===== config.mk =====
export PLATFORM = sky130hd
export DESIGN_NAME = pq_access_arbiter
export DESIGN_NICKNAME = d
export VERILOG_FILES = /design/src/rtl/pq_access_arbiter.sv
export SDC_FILE = /design/constraint.sdc
export NUM_CORES = 1
export LEC_CHECK = 0
export CAP_MARGIN = 5
export CORE_MARGIN = 2
export CORE_UTILIZATION = 41
export CTS_CLUSTER_SIZE = 28
export DETAILED_ROUTE_END_ITERATION = 12
export GPL_TIMING_DRIVEN = 0
export PLACE_DENSITY = 0.8
export SKIP_CTS_REPAIR_TIMING = 1
export SLEW_MARGIN = 25
export SYNTH_ARGS = -nofsm -noshare
export SYNTH_HDL_FRONTEND = slang
export SYNTH_SLANG_ARGS = --single-unit

===== constraint.sdc =====
create_clock -name CLK -period 2.85 [get_ports CLK]
set_input_delay 0.57 -clock CLK [delete_from_list [all_inputs] [get_ports CLK]]
set_output_delay 0.57 -clock CLK [all_outputs]
set_load 0.005 [all_outputs]

===== src/rtl/pq_access_arbiter.sv =====
// Round-robin arbiter sharing one max-first priority queue among NUM_REQ requesters.
// One op in flight: grant, single-cycle queue strobe, SETTLE_CYCLES wait, tagged response.
module pq_access_arbiter #(
  parameter int NUM_REQ       = 4,
  parameter int DATA_WIDTH    = 16,
  parameter int SETTLE_CYCLES = 5
) (
  input  logic                          CLK,
  input  logic                          RST,
  input  logic [NUM_REQ-1:0]            i_req,
  input  logic [2*NUM_REQ-1:0]          i_op,
  input  logic [DATA_WIDTH*NUM_REQ-1:0] i_data,
  output logic [NUM_REQ-1:0]            o_gnt,
  output logic                          o_busy,
  output logic                          o_resp_valid,
  output logic [$clog2(NUM_REQ)-1:0]    o_resp_id,
  output logic [DATA_WIDTH-1:0]         o_resp_data,
  output logic                          o_resp_err,
  output logic                          o_pq_wrt,
  output logic                          o_pq_read,
  output logic [DATA_WIDTH-1:0]         o_pq_data,
  input  logic                          i_pq_full,
  input  logic                          i_pq_empty,
  input  logic [DATA_WIDTH-1:0]         i_pq_data
);
  localparam int ID_W  = $clog2(NUM_REQ);
  localparam int CNT_W = $clog2(SETTLE_CYCLES + 1);
  localparam logic [1:0] OP_ENQ = 2'b00;
  localparam logic [1:0] OP_DEQ = 2'b01;
  localparam logic [1:0] OP_REP = 2'b10;

  typedef enum logic [1:0] {S_IDLE, S_ISSUE, S_SETTLE, S_RESP} state_t;

  state_t                r_state, w_state_nx;
  logic [CNT_W-1:0]      r_cnt, w_cnt_nx;
  logic [ID_W-1:0]       r_ptr, r_id;
  logic                  r_enq, r_err;
  logic [DATA_WIDTH-1:0] r_old;

  logic [NUM_REQ-1:0]    r_gnt, w_gnt_nx;
  logic                  r_busy, w_busy_nx;
  logic                  r_resp_valid, w_resp_valid_nx;
  logic [ID_W-1:0]       r_resp_id, w_resp_id_nx;
  logic [DATA_WIDTH-1:0] r_resp_data, w_resp_data_nx;
  logic                  r_resp_err, w_resp_err_nx;
  logic                  r_pq_wrt, w_pq_wrt_nx;
  logic                  r_pq_read, w_pq_read_nx;
  logic [DATA_WIDTH-1:0] r_pq_data, w_pq_data_nx;

  logic                  w_found;
  logic [ID_W-1:0]       w_cand, w_win;
  logic [1:0]            w_win_op;
  logic [DATA_WIDTH-1:0] w_win_dat;
  logic                  w_wrt, w_rd, w_err;

  // First asserted request strictly after the last winner, wrapping.
  always_comb begin
    w_found = 1'b0;
    w_win   = r_ptr;
    w_cand  = r_ptr;
    for (int k = 1; k <= NUM_REQ; k++) begin
      w_cand = ID_W'((int'(r_ptr) + k) % NUM_REQ);
      if (!w_found && i_req[w_cand]) begin
        w_found = 1'b1;
        w_win   = w_cand;
      end
    end
  end

  always_comb begin
    w_win_op  = 2'b00;
    w_win_dat = '0;
    for (int k = 0; k < NUM_REQ; k++) begin
      if (w_win == ID_W'(k)) begin
        w_win_op  = i_op[2*k +: 2];
        w_win_dat = i_data[DATA_WIDTH*k +: DATA_WIDTH];
      end
    end
  end

  always_comb begin
    w_wrt = 1'b0;
    w_rd  = 1'b0;
    w_err = 1'b0;
    case (w_win_op)
      OP_ENQ:  if (!i_pq_full) w_wrt = 1'b1; else w_err = 1'b1;
      OP_DEQ:  if (!i_pq_empty) w_rd = 1'b1; else w_err = 1'b1;
      OP_REP:  if (!i_pq_empty) begin w_wrt = 1'b1; w_rd = 1'b1; end else w_err = 1'b1;
      default: w_err = 1'b1;
    endcase
  end

  // Outputs are registered, so next-cycle output values are decided with the next state.
  always_comb begin
    w_state_nx      = r_state;
    w_cnt_nx        = r_cnt;
    w_gnt_nx        = '0;
    w_resp_valid_nx = 1'b0;
    w_resp_id_nx    = '0;
    w_resp_data_nx  = '0;
    w_resp_err_nx   = 1'b0;
    w_pq_wrt_nx     = 1'b0;
    w_pq_read_nx    = 1'b0;
    w_pq_data_nx    = '0;
    case (r_state)
      S_IDLE: begin
        if (w_found) begin
          w_state_nx      = S_ISSUE;
          w_gnt_nx[w_win] = 1'b1;
          w_pq_wrt_nx     = w_wrt;
          w_pq_read_nx    = w_rd;
          w_pq_data_nx    = w_win_dat;
        end
      end
      S_ISSUE: begin
        w_state_nx = S_SETTLE;
        w_cnt_nx   = CNT_W'(1);
      end
      S_SETTLE: begin
        if (r_cnt == CNT_W'(SETTLE_CYCLES)) begin
          w_state_nx      = S_RESP;
          w_cnt_nx        = '0;
          w_resp_valid_nx = 1'b1;
          w_resp_id_nx    = r_id;
          w_resp_err_nx   = r_err;
          if (!r_err) w_resp_data_nx = r_enq ? i_pq_data : r_old;
        end else begin
          w_cnt_nx = r_cnt + CNT_W'(1);
        end
      end
      default: w_state_nx = S_IDLE;
    endcase
    w_busy_nx = (w_state_nx != S_IDLE);
  end

  always_ff @(posedge CLK) begin
    if (RST) begin
      r_state      <= S_IDLE;
      r_cnt        <= '0;
      r_ptr        <= ID_W'(NUM_REQ - 1);
      r_id         <= '0;
      r_enq        <= 1'b0;
      r_err        <= 1'b0;
      r_old        <= '0;
      r_gnt        <= '0;
      r_busy       <= 1'b0;
      r_resp_valid <= 1'b0;
      r_resp_id    <= '0;
      r_resp_data  <= '0;
      r_resp_err   <= 1'b0;
      r_pq_wrt     <= 1'b0;
      r_pq_read    <= 1'b0;
      r_pq_data    <= '0;
    end else begin
      r_state      <= w_state_nx;
      r_cnt        <= w_cnt_nx;
      r_gnt        <= w_gnt_nx;
      r_busy       <= w_busy_nx;
      r_resp_valid <= w_resp_valid_nx;
      r_resp_id    <= w_resp_id_nx;
      r_resp_data  <= w_resp_data_nx;
      r_resp_err   <= w_resp_err_nx;
      r_pq_wrt     <= w_pq_wrt_nx;
      r_pq_read    <= w_pq_read_nx;
      r_pq_data    <= w_pq_data_nx;
      if (r_state == S_IDLE && w_found) begin
        r_ptr <= w_win;
        r_id  <= w_win;
        r_enq <= (w_win_op == OP_ENQ);
        r_err <= w_err;
      end
      // The queue takes the strobe on this edge, so this still sees the pre-op max.
      if (r_state == S_ISSUE) r_old <= i_pq_data;
    end
  end

  assign o_gnt        = r_gnt;
  assign o_busy       = r_busy;
  assign o_resp_valid = r_resp_valid;
  assign o_resp_id    = r_resp_id;
  assign o_resp_data  = r_resp_data;
  assign o_resp_err   = r_resp_err;
  assign o_pq_wrt     = r_pq_wrt;
  assign o_pq_read    = r_pq_read;
  assign o_pq_data    = r_pq_data;
endmodule


# Word level (Yosys, flattened, before mapping)

Index checks and enable logic that the tools add are counted.

Register bits: 70
Logic and storage cells: 98
Output and inout bits: 43
Bits of input ports: 96

Muxes and demuxes: 39
Bitwise gates (word level): 5
Add/subtract/negate cells: 5
Reductions and logical operators: 19
Equal/unequal tests: 8
Magnitude comparators: 6

Operators with widths:

| cell                | count |
|---|---|
| $mux 16             | 5 |
| $mux 2              | 10 |
| $lt 2x3->1 const B  | 5 |
| $mux 1              | 14 |
| $bmux 1 s2          | 4 |
| $eq 2x2->1 const B  | 4 |
| $reduce_or 4->1     | 2 |
| $eq 2x1->1 const B  | 3 |
| $logic_not 2->1     | 3 |
| $pmux 2 s3          | 1 |
| $pmux 3 s2          | 1 |
| $reduce_or 3->1     | 2 |
| $logic_and 1x1->1   | 5 |
| $not 1->1           | 5 |
| $add 2x1->2 const B | 2 |
| $add 2x2->2 const B | 2 |
| $pmux 1 s2          | 2 |
| $reduce_bool 2->1   | 2 |
| $reduce_or 2->1     | 2 |
| $add 3x1->3 const B | 1 |
| $eq 3x3->1 const B  | 1 |
| $logic_not 1->1     | 3 |
| $mux 3              | 1 |
| $demux 1 s2         | 1 |
| $ge 2x1->1 const B  | 1 |

# Depth between registers and ports, before layout

Word-level depth: 22
Depth in mapped cells: 10
Depth with buffers taken out: 9

# Worst setup path after synthesis

OpenSTA, ideal clock, no wires.

Kind: input -> register
Start point: input port i_req[2]
End point: register r_err
Slack: 361 ps
Library setup time: 131 ps
Data required time: 2,719 ps
Path buffers: 0
Arrival time: 2,358 ps
Stages on the path: 8
Path through: nand2b_1 a21oi_1 nor3_2 mux4_2 ha_1 nor2b_1 a2111oi_0 nor3_1

Longest elaborated chain between the ends: 20
Elaborated cells on any way between the ends: 36
Those cells by class: eq/ne: 5; mux: 21; reduce/logical: 10

RTL lines:

| what                                            | RTL line | text |
|---|---|---|
| start, declared                                 | 10       | `input logic [NUM_REQ-1:0] i_req,` |
| $bmux 1 s2                                      | 63       | `if (!w_found && i_req[w_cand]) begin` |
| $mux 1 (implied by the code)                    | 63       |  |
| $mux 1                                          | 63       |  |
| $logic_not 1->1                                 | 63       |  |
| $logic_and 1x1->1                               | 63       |  |
| $mux 1                                          | 63       |  |
| $logic_not 1->1                                 | 63       |  |
| $logic_and 1x1->1                               | 63       |  |
| $mux 1                                          | 63       |  |
| $logic_not 1->1                                 | 63       |  |
| $logic_and 1x1->1                               | 63       |  |
| $mux 2                                          | 63       |  |
| $logic_not 2->1                                 | 74       | `if (w_win == ID_W'(k)) begin` |
| $mux 2 (4 in series)                            | 74       |  |
| $eq 2x2->1 / $eq 2x1->1 (equally long branches) | 85       | `case (w_win_op)` |
| $reduce_or 2->1 (no source line)                | n/a      |  |
| $pmux 1 s2                                      | 85       |  |
| end signal, assigned                            | 170      | `r_err <= w_err;` |
| end, declared                                   | 37       | `logic r_enq, r_err;` |

Several ways; a longest one is shown, not always the timed one. The select of a mux whose other input is x is not followed.
A chain may end at the register's enable or synchronous reset.

# Final worst setup path

Start point: input port i_req[0]
End point: register r_err

The elaborated chain is that of the path after synthesis.

==> flow_summary_export.csv <==
group,metric,value,unit
cells_and_area,multi_input_area,0.001476,sq mm
die,start_util,0.4176,
logic_synthesis,synth_edf_count,0,
setup_path,worst-path-buf-inv,2,
clocking,insertion_delay,0.34,ns
logic_synthesis,synth.avg_cell_area,10.28,sq um
placed_design,pre_cts_slack,-0.5731,ns
logic_synthesis,synthFlopType,"dfxtp_1",
cells_and_area,drive_above_1_share,0.09193,
placed_design,io_buffers,138,
hold_path,holdPathStages,1,
placed_design,gp_congestion,0.7836,
clocking,clock_path_buffers,2,
cells_and_area,final.fill_count,607,
flow_run,maxCapViolCount,0,
placed_design,hpwlAfterDp,6247,um
setup_path,crit_path_cell_trace,"clkdlybuf4s50_1 -> a21oi_1 -> or3_1 -> buf_6 -> a221oi_2 -> or2_1 -> ha_1 -> nor2b_1 -> a2111oi_1 -> nor3_1",
logic_synthesis,ys_top_cells_by_area,"dfxtp_1, mux2i_1, nor2_1",
cells_and_area,fin_nets,544,
pwr,peakVddDrop,0.4085,mV
clocking,cts_tree,"yes",
logic_synthesis,synth_area,0.002980,sq mm
clocking,cts_num_sinks,70,
timing,worst_pin_slew,0.7457,ns
cells_and_area,antenna_cells,0,
timing,setup_slack,0.1527,ns
logic_synthesis,ys_types,41,
setup_path,worst_r2r_path_depth,10,
hold_path,hold_path.class,"flip-flop to flip-flop",
pwr,p_leak,1.817,nW
grt,overflow,0,
setup_path,path_depth,10,
drt,ant_nets,0,
timing,max_clock_freq,0.3707,GHz
logic_synthesis,yosysWarnings,0,
die,core,0.007137,sq mm
setup_path,crit_fanout,6,
logic_synthesis,async_reset_ff_frac,0,
drt,routed_wl,8103,um
clocking,clk_pin_slew,0.08,ns
timing,slew_violations,0,
grt,grt_max_degree,14,
drt,drt_iter0_drc,52,
timing,clock_skew,0.007759,ns
logic_synthesis,synth-seq-area-share,0.4702,
grt,grt_antenna_before_repair,0,
die,die-area,0.007967,sq mm
logic_synthesis,ys_seq_elements,70,
setup_path,critPathKind,"primary input to flip-flop",
drt,drc,0,
setup_path,worst_path_dominant_cell_family,"compound AO/OA/AOI/OAI gates",
die,die_y,89.26,um
status,status,"finished, final reports clean",
setup_path,slowest_stage,"clkdlybuf4s50_1",
timing,slew_headroom,0.5029,
clocking,cts_made_buffers,9,
logic_synthesis,yosys.area.top_type,"dfxtp_1",
grt,grt_pass1_wl,12330,um
pwr,p_per_area,781.0,mW/mm^2
drt,routed_via_density,4.842,
die,boundaryPins,139,
clocking,h-tree-depth,3,
timing,finalSetupViolations,0,
drt,wl_per_cell,14.87,um
die,rows,31,
logic_synthesis,synth_cells,290,
grt,grt_pass1_vias,2632,
timing,grt_setup_unrepaired,"false",
timing,fin_crit_sh,0.9464,
setup_path,cp-start-kind,"primary input",
setup_path,end_kind,"flip-flop",
pwr,p_total,3.688,mW
clocking,root_buffer,"clkbuf_8",
cells_and_area,seq_area,0.001401,sq mm
setup_path,arrival,2.92,ns
die,die_w,89.26,um
cells_and_area,area_growth,58.44,%
setup_path,critPathRequiredTime,3.07,ns
drt,vias,2639,
grt,groute.usage.overall,0.2041,
logic_synthesis,synth_nets,393,
drt,drtPass1Iterations,4,
logic_synthesis,synth_top_area_frac,0.4702,
timing,fin_crit,2.697,ns
setup_path,cp_slowest_stage_delay,0.56,ns
timing,finalHoldViolCount,0,
[area by class of cell]
type                    instances  share of cell area
plain buffers                  18             0.02438
inverters                       5            0.003975
clock inverters                 6            0.009539
clock buffers                  10             0.02915
well taps                      99             0.02623
repair buffers                140              0.2973
flip-flops and latches         70              0.2968
multi-input cells             197              0.3127
[routing by layer]
| metal | share of wire | global-route usage | up-vias |
|---|---|---|---|
| li1 | - | - | 1312 |
| met1 | 0.40 | 0.2208 | 1218 |
| met2 | 0.51 | 0.3744 | 89 |
| met3 | 0.062 | 0.04247 | 20 |
| met4 | 0.032 | 0.1018 | 0 |
| met5 | 0 | 0 | - |
[cell usage after synthesis, drive strengths merged, types with 5 or more instances]
cell / instances
nor3: 5
inv: 5
a21oi: 6
o22ai: 14
o21ai: 5
dfxtp: 70
ha: 7
mux2i: 62
nand2: 8
buf: 12
nand2b: 6
nor2b: 5
nor2: 47
clkbuf: 6
a211oi: 5
[logic make-up after synthesis]
family                     share of synthesized area
AOI/OAI and AO/OA                             0.1087
adders and majority gates                    0.02939
buffers and inverters                        0.04491
DFF                                           0.4702
muxes                                         0.2158
and+or+nand+nor                               0.1310
[per-stage QoR]
step | instances | hold slack, ns | cell area (sq um) | TNS [ns] | util
after global placement | 527 | 0.4470 | 4486 | -0.9035 | 0.6285
after floorplan | 290 | 0.4305 | 2980 | 0 | -
final | 545 | 0.4712 | 4722 | 0 | 0.6616
after detailed placement | 527 | 0.4559 | 4486 | -1.238 | 0.6285
after CTS | 543 | 0.4735 | 4668 | -0.2130 | 0.6541
after global routing | 545 | 0.4921 | 4722 | 0 | 0.6616
[worst paths after layout]
path                               start            to  slack (ns)
worst max-delay path            i_req[0]         r_err        0.15
worst min-delay path             r_id[1]  o_resp_id[1]        0.47
worst max register to register  r_ptr[1]         r_err        0.36
worst min register to register   r_id[1]  o_resp_id[1]        0.47
[worst register-to-register path: stages, from the launching register on]
cell,delay [ns]
dfxtp_1,0.48
nand2b_1,0.17
a21oi_2,0.09
or3_1,0.37
buf_6,0.15
a221oi_2,0.32
or2_1,0.19
ha_1,0.17
nor2b_1,0.05
a2111oi_1,0.30
nor3_1,0.07
[registers in the layout, summed over array words and instances (netlist names), 2 cells and up]
register and count:
r_id 2, r_state 2, o_resp_data 16, r_old 16, o_resp_id 2, o_gnt 4, r_ptr 2, r_cnt 3
o_pq_data 16
[report_power, final]
group	leakage, nW	switching [mW]	internal (mW)
sequential	0.572	0.108	1.20
combinational	1.16	0.781	0.871
clock	0.0849	0.383	0.342
[layout by cell type (no fill, tap or decap), types with 2 or more instances in the layout]
cell	instances
o21ai_0	4
or3_1	2
nor3_1	4
buf_6	5
buf_4	3
dfxtp_1	70
a21boi_0	2
or2_1	3
clkdlybuf4s50_1	135
ha_1	7
o22ai_1	14
nor2_1	47
and2_1	4
mux2i_1	62
inv_1	4
a211oi_1	5
nor2b_1	5
a21oi_1	5
dlymetal6s2s_1	3
clkinvlp_4	3
o21a_1	2
nand2b_1	6
clkbuf_1	6
buf_2	5
nand2_1	6
nand2_2	2
clkbuf_8	10
Power figures use the tool's default switching activity.
